**config.mk**
```make
export PLATFORM = sky130hd
export DESIGN_NAME = mcpu_core_flat
export DESIGN_NICKNAME = d
export VERILOG_FILES = /design/src/rtl/mcpu_pkg.sv /design/src/rtl/mcpu_if.sv /design/src/rtl/mcpu_alu.sv /design/src/rtl/regfile.sv /design/src/rtl/mcpu_core.sv /design/src/flat_wrapper.sv
export SDC_FILE = /design/constraint.sdc
export NUM_CORES = 2
export LEC_CHECK = 0
export CORE_ASPECT_RATIO = 1.1
export CORE_MARGIN = 5
export CORE_UTILIZATION = 50
export DETAILED_ROUTE_END_ITERATION = 10
export GPL_TIMING_DRIVEN = 0
export PLACE_DENSITY = 0.72
export SLEW_MARGIN = 20
export SYNTH_ARGS = -nofsm -noshare
export SYNTH_HDL_FRONTEND = slang
export SYNTH_SLANG_ARGS = --single-unit
```
**constraint.sdc**
```tcl
create_clock -name clk -period 8.9 [get_ports clk]
set_clock_uncertainty 0.15 [all_clocks]
set_input_delay 1.78 -clock clk [delete_from_list [all_inputs] [get_ports clk]]
set_output_delay 1.78 -clock clk [all_outputs]
set_load 0.005 [all_outputs]
```
**src/rtl/mcpu_pkg.sv**
```systemverilog
// Purpose: shared encodings for the multi-cycle CPU: FSM states, opcodes, functs, ALU control.
// Latency: n/a (types and constants only).
// Backpressure: n/a.
package mcpu_pkg;

  typedef enum logic [2:0] {
    FETCH  = 3'd0,
    DECODE = 3'd1,
    EXEC   = 3'd2,
    MEM    = 3'd3,
    WB     = 3'd4
  } state_t;

  localparam logic [5:0] OP_RTYPE = 6'h00;
  localparam logic [5:0] OP_J     = 6'h02;
  localparam logic [5:0] OP_BEQ   = 6'h04;
  localparam logic [5:0] OP_BNE   = 6'h05;
  localparam logic [5:0] OP_ADDI  = 6'h08;
  localparam logic [5:0] OP_LW    = 6'h23;
  localparam logic [5:0] OP_SW    = 6'h2B;

  localparam logic [5:0] FN_ADD = 6'h20;
  localparam logic [5:0] FN_SUB = 6'h22;
  localparam logic [5:0] FN_AND = 6'h24;
  localparam logic [5:0] FN_OR  = 6'h25;
  localparam logic [5:0] FN_SLT = 6'h2A;

  typedef enum logic [2:0] {
    ALU_ADD = 3'd0,
    ALU_SUB = 3'd1,
    ALU_AND = 3'd2,
    ALU_OR  = 3'd3,
    ALU_SLT = 3'd4
  } alu_ctrl_t;

  function automatic logic [31:0] sext16(input logic [15:0] imm);
    return {{16{imm[15]}}, imm};
  endfunction

endpackage

```
**src/rtl/mcpu_if.sv**
```systemverilog
// Purpose: instruction + data memory request bundle between the CPU (master) and memories (slave).
// Latency: n/a (wires only).
// Backpressure: each request is held by the master until the matching *_ready is seen high.
interface mcpu_if #(
  parameter int ADDR_W = 32
);
  logic              imem_req;
  logic [ADDR_W-1:0] imem_addr;
  logic [31:0]       imem_rdata;
  logic              imem_ready;
  logic              dmem_req;
  logic              dmem_we;
  logic [ADDR_W-1:0] dmem_addr;
  logic [31:0]       dmem_wdata;
  logic [31:0]       dmem_rdata;
  logic              dmem_ready;

  modport master (
    output imem_req, imem_addr, dmem_req, dmem_we, dmem_addr, dmem_wdata,
    input  imem_rdata, imem_ready, dmem_rdata, dmem_ready
  );

  modport slave (
    input  imem_req, imem_addr, dmem_req, dmem_we, dmem_addr, dmem_wdata,
    output imem_rdata, imem_ready, dmem_rdata, dmem_ready
  );
endinterface

```
**src/rtl/mcpu_alu.sv**
```systemverilog
// Purpose: 32-bit combinational ALU (add/sub wrap modulo 2^32, and, or, signed set-less-than).
// Latency: 0 cycles (combinational).
// Backpressure: none.
// Ports: a, b operands; ctrl operation select; y result.
module mcpu_alu
  import mcpu_pkg::*;
(
  input  logic [31:0] a,
  input  logic [31:0] b,
  input  alu_ctrl_t   ctrl,
  output logic [31:0] y
);
  always_comb begin
    y = '0;
    case (ctrl)
      ALU_ADD: y = a + b;
      ALU_SUB: y = a - b;
      ALU_AND: y = a & b;
      ALU_OR:  y = a | b;
      ALU_SLT: y = {31'b0, ($signed(a) < $signed(b))};
      default: y = '0;
    endcase
  end
endmodule

```
**src/rtl/regfile.sv**
```systemverilog
// Purpose: 32x32 register file, two async read ports, one sync write port; register 0 is hardwired to 0.
// Latency: reads 0 cycles, write visible after the clock edge.
// Backpressure: none. Contents are intentionally not reset.
// Ports: clk; we/waddr/wdata write port; raddr_a/rdata_a and raddr_b/rdata_b read ports.
module regfile (
  input  logic        clk,
  input  logic        we,
  input  logic [4:0]  waddr,
  input  logic [31:0] wdata,
  input  logic [4:0]  raddr_a,
  input  logic [4:0]  raddr_b,
  output logic [31:0] rdata_a,
  output logic [31:0] rdata_b
);
  logic [31:0] regs [32];

  always_ff @(posedge clk) begin
    if (we && (waddr != 5'd0)) regs[waddr] <= wdata;
  end

  assign rdata_a = (raddr_a == 5'd0) ? 32'h0 : regs[raddr_a];
  assign rdata_b = (raddr_b == 5'd0) ? 32'h0 : regs[raddr_b];
endmodule

```
**src/rtl/mcpu_core.sv**
```systemverilog
// Purpose: multi-cycle MIPS-subset CPU (FETCH/DECODE/EXEC/MEM/WB); optional BNE via `ifdef MCPU_BNE_EN.
// Latency: zero-wait memory: BEQ/J 3 cycles, R-type/ADDI/SW 4, LW 5; each memory wait adds a cycle.
// Backpressure: FETCH and MEM stall, holding address/data, until imem_ready / dmem_ready.
// Ports: clk, reset (sync, active-high); bus (mcpu_if.master: imem_* fetch, dmem_* data); state_o debug state.
module mcpu_core
  import mcpu_pkg::*;
#(
  parameter int              ADDR_W   = 32,
  parameter logic [ADDR_W-1:0] RESET_PC = '0
) (
  input  logic       clk,
  input  logic       reset,
  mcpu_if.master     bus,
  output logic [2:0] state_o
);
  state_t            state, next_state;
  logic [ADDR_W-1:0] pc;
  logic [31:0]       ir, a_reg, b_reg, alu_out, mdr;

  logic [5:0]  op, funct;
  logic [4:0]  rs, rt, rd;
  logic [31:0] imm_sext;
  logic [25:0] target;
  assign op       = ir[31:26];
  assign rs       = ir[25:21];
  assign rt       = ir[20:16];
  assign rd       = ir[15:11];
  assign funct    = ir[5:0];
  assign target   = ir[25:0];
  assign imm_sext = sext16(ir[15:0]);

  logic is_rtype, is_alu_op, is_mem_op, is_j, take_br;
  always_comb begin
    is_rtype  = (op == OP_RTYPE) &&
                (funct inside {FN_ADD, FN_SUB, FN_AND, FN_OR, FN_SLT});
    is_alu_op = is_rtype || (op == OP_ADDI);
    is_mem_op = (op == OP_LW) || (op == OP_SW);
    is_j      = (op == OP_J);
`ifdef MCPU_BNE_EN
    take_br   = ((op == OP_BEQ) && (a_reg == b_reg)) ||
                ((op == OP_BNE) && (a_reg != b_reg));
`else
    take_br   = (op == OP_BEQ) && (a_reg == b_reg);
`endif
  end

  // ALU: R-type uses B and funct; ADDI/LW/SW add the sign-extended immediate.
  alu_ctrl_t   alu_ctrl;
  logic [31:0] alu_b, alu_y;
  always_comb begin
    alu_ctrl = ALU_ADD;
    if (op == OP_RTYPE) begin
      case (funct)
        FN_SUB:  alu_ctrl = ALU_SUB;
        FN_AND:  alu_ctrl = ALU_AND;
        FN_OR:   alu_ctrl = ALU_OR;
        FN_SLT:  alu_ctrl = ALU_SLT;
        default: alu_ctrl = ALU_ADD;
      endcase
    end
  end
  assign alu_b = (op == OP_RTYPE) ? b_reg : imm_sext;

  mcpu_alu u_alu (.a(a_reg), .b(alu_b), .ctrl(alu_ctrl), .y(alu_y));

  // Write is gated by reset so a reset edge landing in WB commits nothing.
  logic        rf_we;
  logic [4:0]  rf_waddr;
  logic [31:0] rf_wdata, rf_rdata_a, rf_rdata_b;
  assign rf_we    = (state == WB) && !reset;
  assign rf_waddr = (op == OP_RTYPE) ? rd : rt;
  assign rf_wdata = (op == OP_LW) ? mdr : alu_out;

  regfile u_rf (
    .clk(clk), .we(rf_we), .waddr(rf_waddr), .wdata(rf_wdata),
    .raddr_a(rs), .raddr_b(rt), .rdata_a(rf_rdata_a), .rdata_b(rf_rdata_b)
  );

  always_ff @(posedge clk) begin
    if (reset) state <= FETCH;
    else       state <= next_state;
  end

  always_comb begin
    next_state   = state;
    bus.imem_req = 1'b0;
    bus.dmem_req = 1'b0;
    case (state)
      FETCH: begin
        bus.imem_req = 1'b1;
        if (bus.imem_ready) next_state = DECODE;
      end
      DECODE: next_state = EXEC;
      EXEC: begin
        if (is_alu_op)      next_state = WB;
        else if (is_mem_op) next_state = MEM;
        else                next_state = FETCH;  // branches, jump, NOPs
      end
      MEM: begin
        bus.dmem_req = 1'b1;
        if (bus.dmem_ready) next_state = (op == OP_SW) ? FETCH : WB;
      end
      WB:      next_state = FETCH;
      default: next_state = FETCH;
    endcase
    if (reset) begin
      bus.imem_req = 1'b0;
      bus.dmem_req = 1'b0;
    end
  end

  always_ff @(posedge clk) begin
    if (reset) begin
      pc      <= RESET_PC;
      ir      <= '0;
      a_reg   <= '0;
      b_reg   <= '0;
      alu_out <= '0;
      mdr     <= '0;
    end else begin
      case (state)
        FETCH: if (bus.imem_ready) begin
          ir <= bus.imem_rdata;
          pc <= pc + ADDR_W'(4);
        end
        DECODE: begin
          a_reg <= rf_rdata_a;
          b_reg <= rf_rdata_b;
        end
        EXEC: begin
          if (is_alu_op || is_mem_op) alu_out <= alu_y;
          // pc already points past the branch, so the offset is relative to PC+4.
          if (take_br) pc <= pc + ADDR_W'(imm_sext << 2);
          if (is_j)    pc <= {pc[ADDR_W-1:28], target, 2'b00};
        end
        MEM: if (bus.dmem_ready && (op == OP_LW)) mdr <= bus.dmem_rdata;
        default: ;
      endcase
    end
  end

  assign bus.imem_addr  = pc;
  assign bus.dmem_addr  = ADDR_W'(alu_out);
  assign bus.dmem_wdata = b_reg;
  assign bus.dmem_we    = (op == OP_SW);
  assign state_o        = state;
endmodule

```
**src/flat_wrapper.sv**
```systemverilog
// flat-port wrapper written by rule: the top's interface ports become plain ports
module mcpu_core_flat import mcpu_pkg::*;
#(
  parameter int              ADDR_W   = 32,
  parameter logic [ADDR_W-1:0] RESET_PC = '0
)
  (clk, reset, state_o, bus_imem_req, bus_imem_addr, bus_dmem_req, bus_dmem_we, bus_dmem_addr, bus_dmem_wdata, bus_imem_rdata, bus_imem_ready, bus_dmem_rdata, bus_dmem_ready);
  mcpu_if #(.ADDR_W(ADDR_W)) bus_i ();
  input  logic clk;
  input  logic reset;
  output logic [2:0] state_o;
  output wire logic [$bits(bus_i.imem_req)-1:0] bus_imem_req;
  output wire logic [$bits(bus_i.imem_addr)-1:0] bus_imem_addr;
  output wire logic [$bits(bus_i.dmem_req)-1:0] bus_dmem_req;
  output wire logic [$bits(bus_i.dmem_we)-1:0] bus_dmem_we;
  output wire logic [$bits(bus_i.dmem_addr)-1:0] bus_dmem_addr;
  output wire logic [$bits(bus_i.dmem_wdata)-1:0] bus_dmem_wdata;
  input wire logic [$bits(bus_i.imem_rdata)-1:0] bus_imem_rdata;
  input wire logic [$bits(bus_i.imem_ready)-1:0] bus_imem_ready;
  input wire logic [$bits(bus_i.dmem_rdata)-1:0] bus_dmem_rdata;
  input wire logic [$bits(bus_i.dmem_ready)-1:0] bus_dmem_ready;
  assign bus_imem_req = bus_i.imem_req;
  assign bus_imem_addr = bus_i.imem_addr;
  assign bus_dmem_req = bus_i.dmem_req;
  assign bus_dmem_we = bus_i.dmem_we;
  assign bus_dmem_addr = bus_i.dmem_addr;
  assign bus_dmem_wdata = bus_i.dmem_wdata;
  assign bus_i.imem_rdata = bus_imem_rdata;
  assign bus_i.imem_ready = bus_imem_ready;
  assign bus_i.dmem_rdata = bus_dmem_rdata;
  assign bus_i.dmem_ready = bus_dmem_ready;
  mcpu_core #(.ADDR_W(ADDR_W), .RESET_PC(RESET_PC)) u_core (.clk(clk), .reset(reset), .bus(bus_i), .state_o(state_o));
endmodule
```
==> results_dict.tcl <==
set metrics [dict create \
    grt_first_pass_wirelength_um 315000 \
    maxCapViolations 0 \
    wl_per_cell_um 35.2 \
    drv_slew 0 \
    drive_gt1_share_pct 23.0 \
    worstSetupStartpointType "register" \
    wl_um 222000 \
    core_area_sq_um 125000 \
    cts_resized 0 \
    via_count 44500 \
    clockBufferDepth 3 \
    cts_tree "done" \
    period_needed_ns 7.10 \
    power_switching_share_pct 26.4 \
    initial_core_util_pct 50.1 \
    ys_seq_area_share_pct 55.8 \
    grt_overflow_total 0 \
    peakVddDrop_mv 0.216 \
    syn_avg_cell_area_sq_um 15.1 \
    grt_usage_pct 32.9 \
    p_clk_share_pct 41.0 \
    cts.sinks 1227 \
    drc 0 \
    ys_top_cells_by_area "edfxtp_1 (49%), mux4_2 (23%), dfxtp_1 (6.5%)" \
    worstSetupPathType "reg -> reg" \
    nNetsFinal 4737 \
    numCtsBuffers 132 \
    status "completed" \
    synth_area_leader_cell "edfxtp_1" \
    postCtsSetupRepairBufs 0 \
    syn_inst 4144 \
    finalHoldViolCount 0 \
    rsz0062_at_grt "no" \
    async_flop_share_pct 0 \
    slew_headroom_pct 18.9 \
    postRouteAntennaNets 0 \
    p_int_mw 9.90 \
    pwr-share-seq_pct 46.5 \
    synth_top_cell_area_share_pct 49.3 \
    largest_register_ffs 1024 \
    tns_ns 0 \
    io_buffers 166 \
    tightestPinTransition_ns 1.22 \
    grt_antenna_before_repair 5 \
    synth_edf_count 1024 \
    setup_viol 0 \
    postCtsHoldBufs 0 \
    htreeDepth 4 \
    final.period_utilization_pct 79.8 \
    io_pins 170 \
    p_per_area_nw_per_um2 186 \
    hold_ws_ns 0.305 \
    vias_per_cell 7.06 \
    grt_pass1_vias 44500 \
    num_rows 136 \
    timing.fmax_ghz 0.141 \
    p_leak_nw 23.4 \
    synthToLayoutAreaGrowth_pct 15.9 \
    regMostFlops "u_core.u_rf.regs" \
    die_h_um 381 \
    die_x_um 347 \
    dieArea_sq_um 132000 \
    drt_iter0_markers 6903 \
    p_switching_mw 3.55 \
    synth_ff_type "edfxtp_1" \
    path_clk_slew_ns 0.06 \
    yosysWarnings 0 \
    synth_common_cells "edfxtp_1 (1,024), mux4_2 (640), nor2_1 (311)" \
    ys_types 87 \
    post-dp-hpwl_um 156000 \
    required_ns 9.36 \
    grt_max_degree 33 \
    p_comb_share_pct 12.5 \
    finalWeightedCongestion 0.959 \
    worstSkewPairLatency_ns 0.77 \
    clockRootBuffer "clkbuf_16" \
    cp.arrival_ns 7.56 \
    synth_most_common_cell "edfxtp_1" \
    hp-class "reg -> reg" \
    synth_area_sq_um 62400 \
    cp_max_fo 10 \
    ys_ff_latch 1227 \
    drtPass1Iterations 8 \
    end_kind "register" \
]
[layer usage]
metal | vias to the layer above | share of wire [%] | track usage (%) | wire (um)
li1 | 17400 | - | - | -
met1 | 22300 | 32 | 40.0 | 72200
met2 | 3873 | 47 | 52.7 | 105000
met3 | 894 | 13 | 9.06 | 28800
met4 | 4 | 7.4 | 20.2 | 16500
met5 | - | 0.012 | 0 | 26
[layout by cell type, fill, tap and decap left out, types with 41 or more instances in the layout]
master and n:
ha_1 127, mux4_2 640, dfxtp_1 203, clkbuf_1 209, nand2_1 301, a21oi_1 268, inv_1 107, nor3_1 59
o211ai_1 41, clkbuf_16 133, nor2_1 280, mux2i_1 72, o21ai_0 96, nand3_1 55, edfxtp_1 1024, clkdlybuf4s50_1 166
[cell type report]
class                      count  area, sq um
fill                        9339        52200
sequential                  1227        34800
multi-input combinational   2545        26500
clock buffer                 154         3430
timing repair buffer         228         3120
tap                         1656         2070
buffer                       296         1220
clock inverter                85          836
inverter                     109          409
antenna                        3         7.51
[through the flow]
step,instance area [sq um],power [mW],cells,util (%),setup slack [ns]
final,72400,13.4,6303,58.1,1.80
after global routing,72400,13.8,6300,58.1,1.79
after CTS,72300,13.4,6300,58.0,2.03
after detailed placement,68000,7.99,6061,54.6,2.02
after global placement,66300,7.96,5999,53.2,1.70
after floorplan,62600,7.37,4177,-,4.34
[kinds of logic after synthesis]
logic type,Yosys count,share of synthesized area (%)
xor gates and xnor gates,66,0.926
buffers and inverters,405,2.52
muxes,745,24.8
and+or+nand+nor,890,6.37
other,1,0.00601
AOI/OAI and AO/OA,680,6.94
adders and majority gates,130,2.64
DFF,1227,55.8
[worst max-delay path, stage by stage (launching register included)]
cell and delay, ns:
dfxtp_1 0.36, nor3_1 0.42, nor2b_1 0.35, buf_2 0.25
clkbuf_1 0.63, clkbuf_1 0.57, nand2_1 0.11, nand2_1 0.13
ha_1 0.20, inv_1 0.07, fa_1 0.47, nor2b_1 0.17
o311ai_0 0.88, a211oi_1 0.34, nor3b_2 0.62, a21oi_1 0.24
o31ai_1 0.52, a21oi_1 0.17, mux2i_1 0.20, o31ai_1 0.09
[power by group through the flow]
stage	clock network [mW]	logic [mW]	registers, mW
floorplan	0	1.03	6.34
global placement	0	1.58	6.37
detailed placement	0	1.61	6.38
CTS	5.53	1.63	6.25
global route	5.78	1.75	6.25
finish	5.51	1.68	6.26
[worst paths after layout]
path | start | to | slack, ns | cells past startpoint
worst max-delay path | u_core.ir[28] | u_core.bus.dmem_addr[30] | 1.80 | 19
worst min-delay path | u_core.mdr[16] | u_core.mdr[16] | 0.31 | 2
worst max register to register | u_core.ir[28] | u_core.bus.dmem_addr[30] | 1.80 | 19
worst min register to register | u_core.mdr[16] | u_core.mdr[16] | 0.31 | 2
No activity file was read; power rests on OpenSTA's default activity.
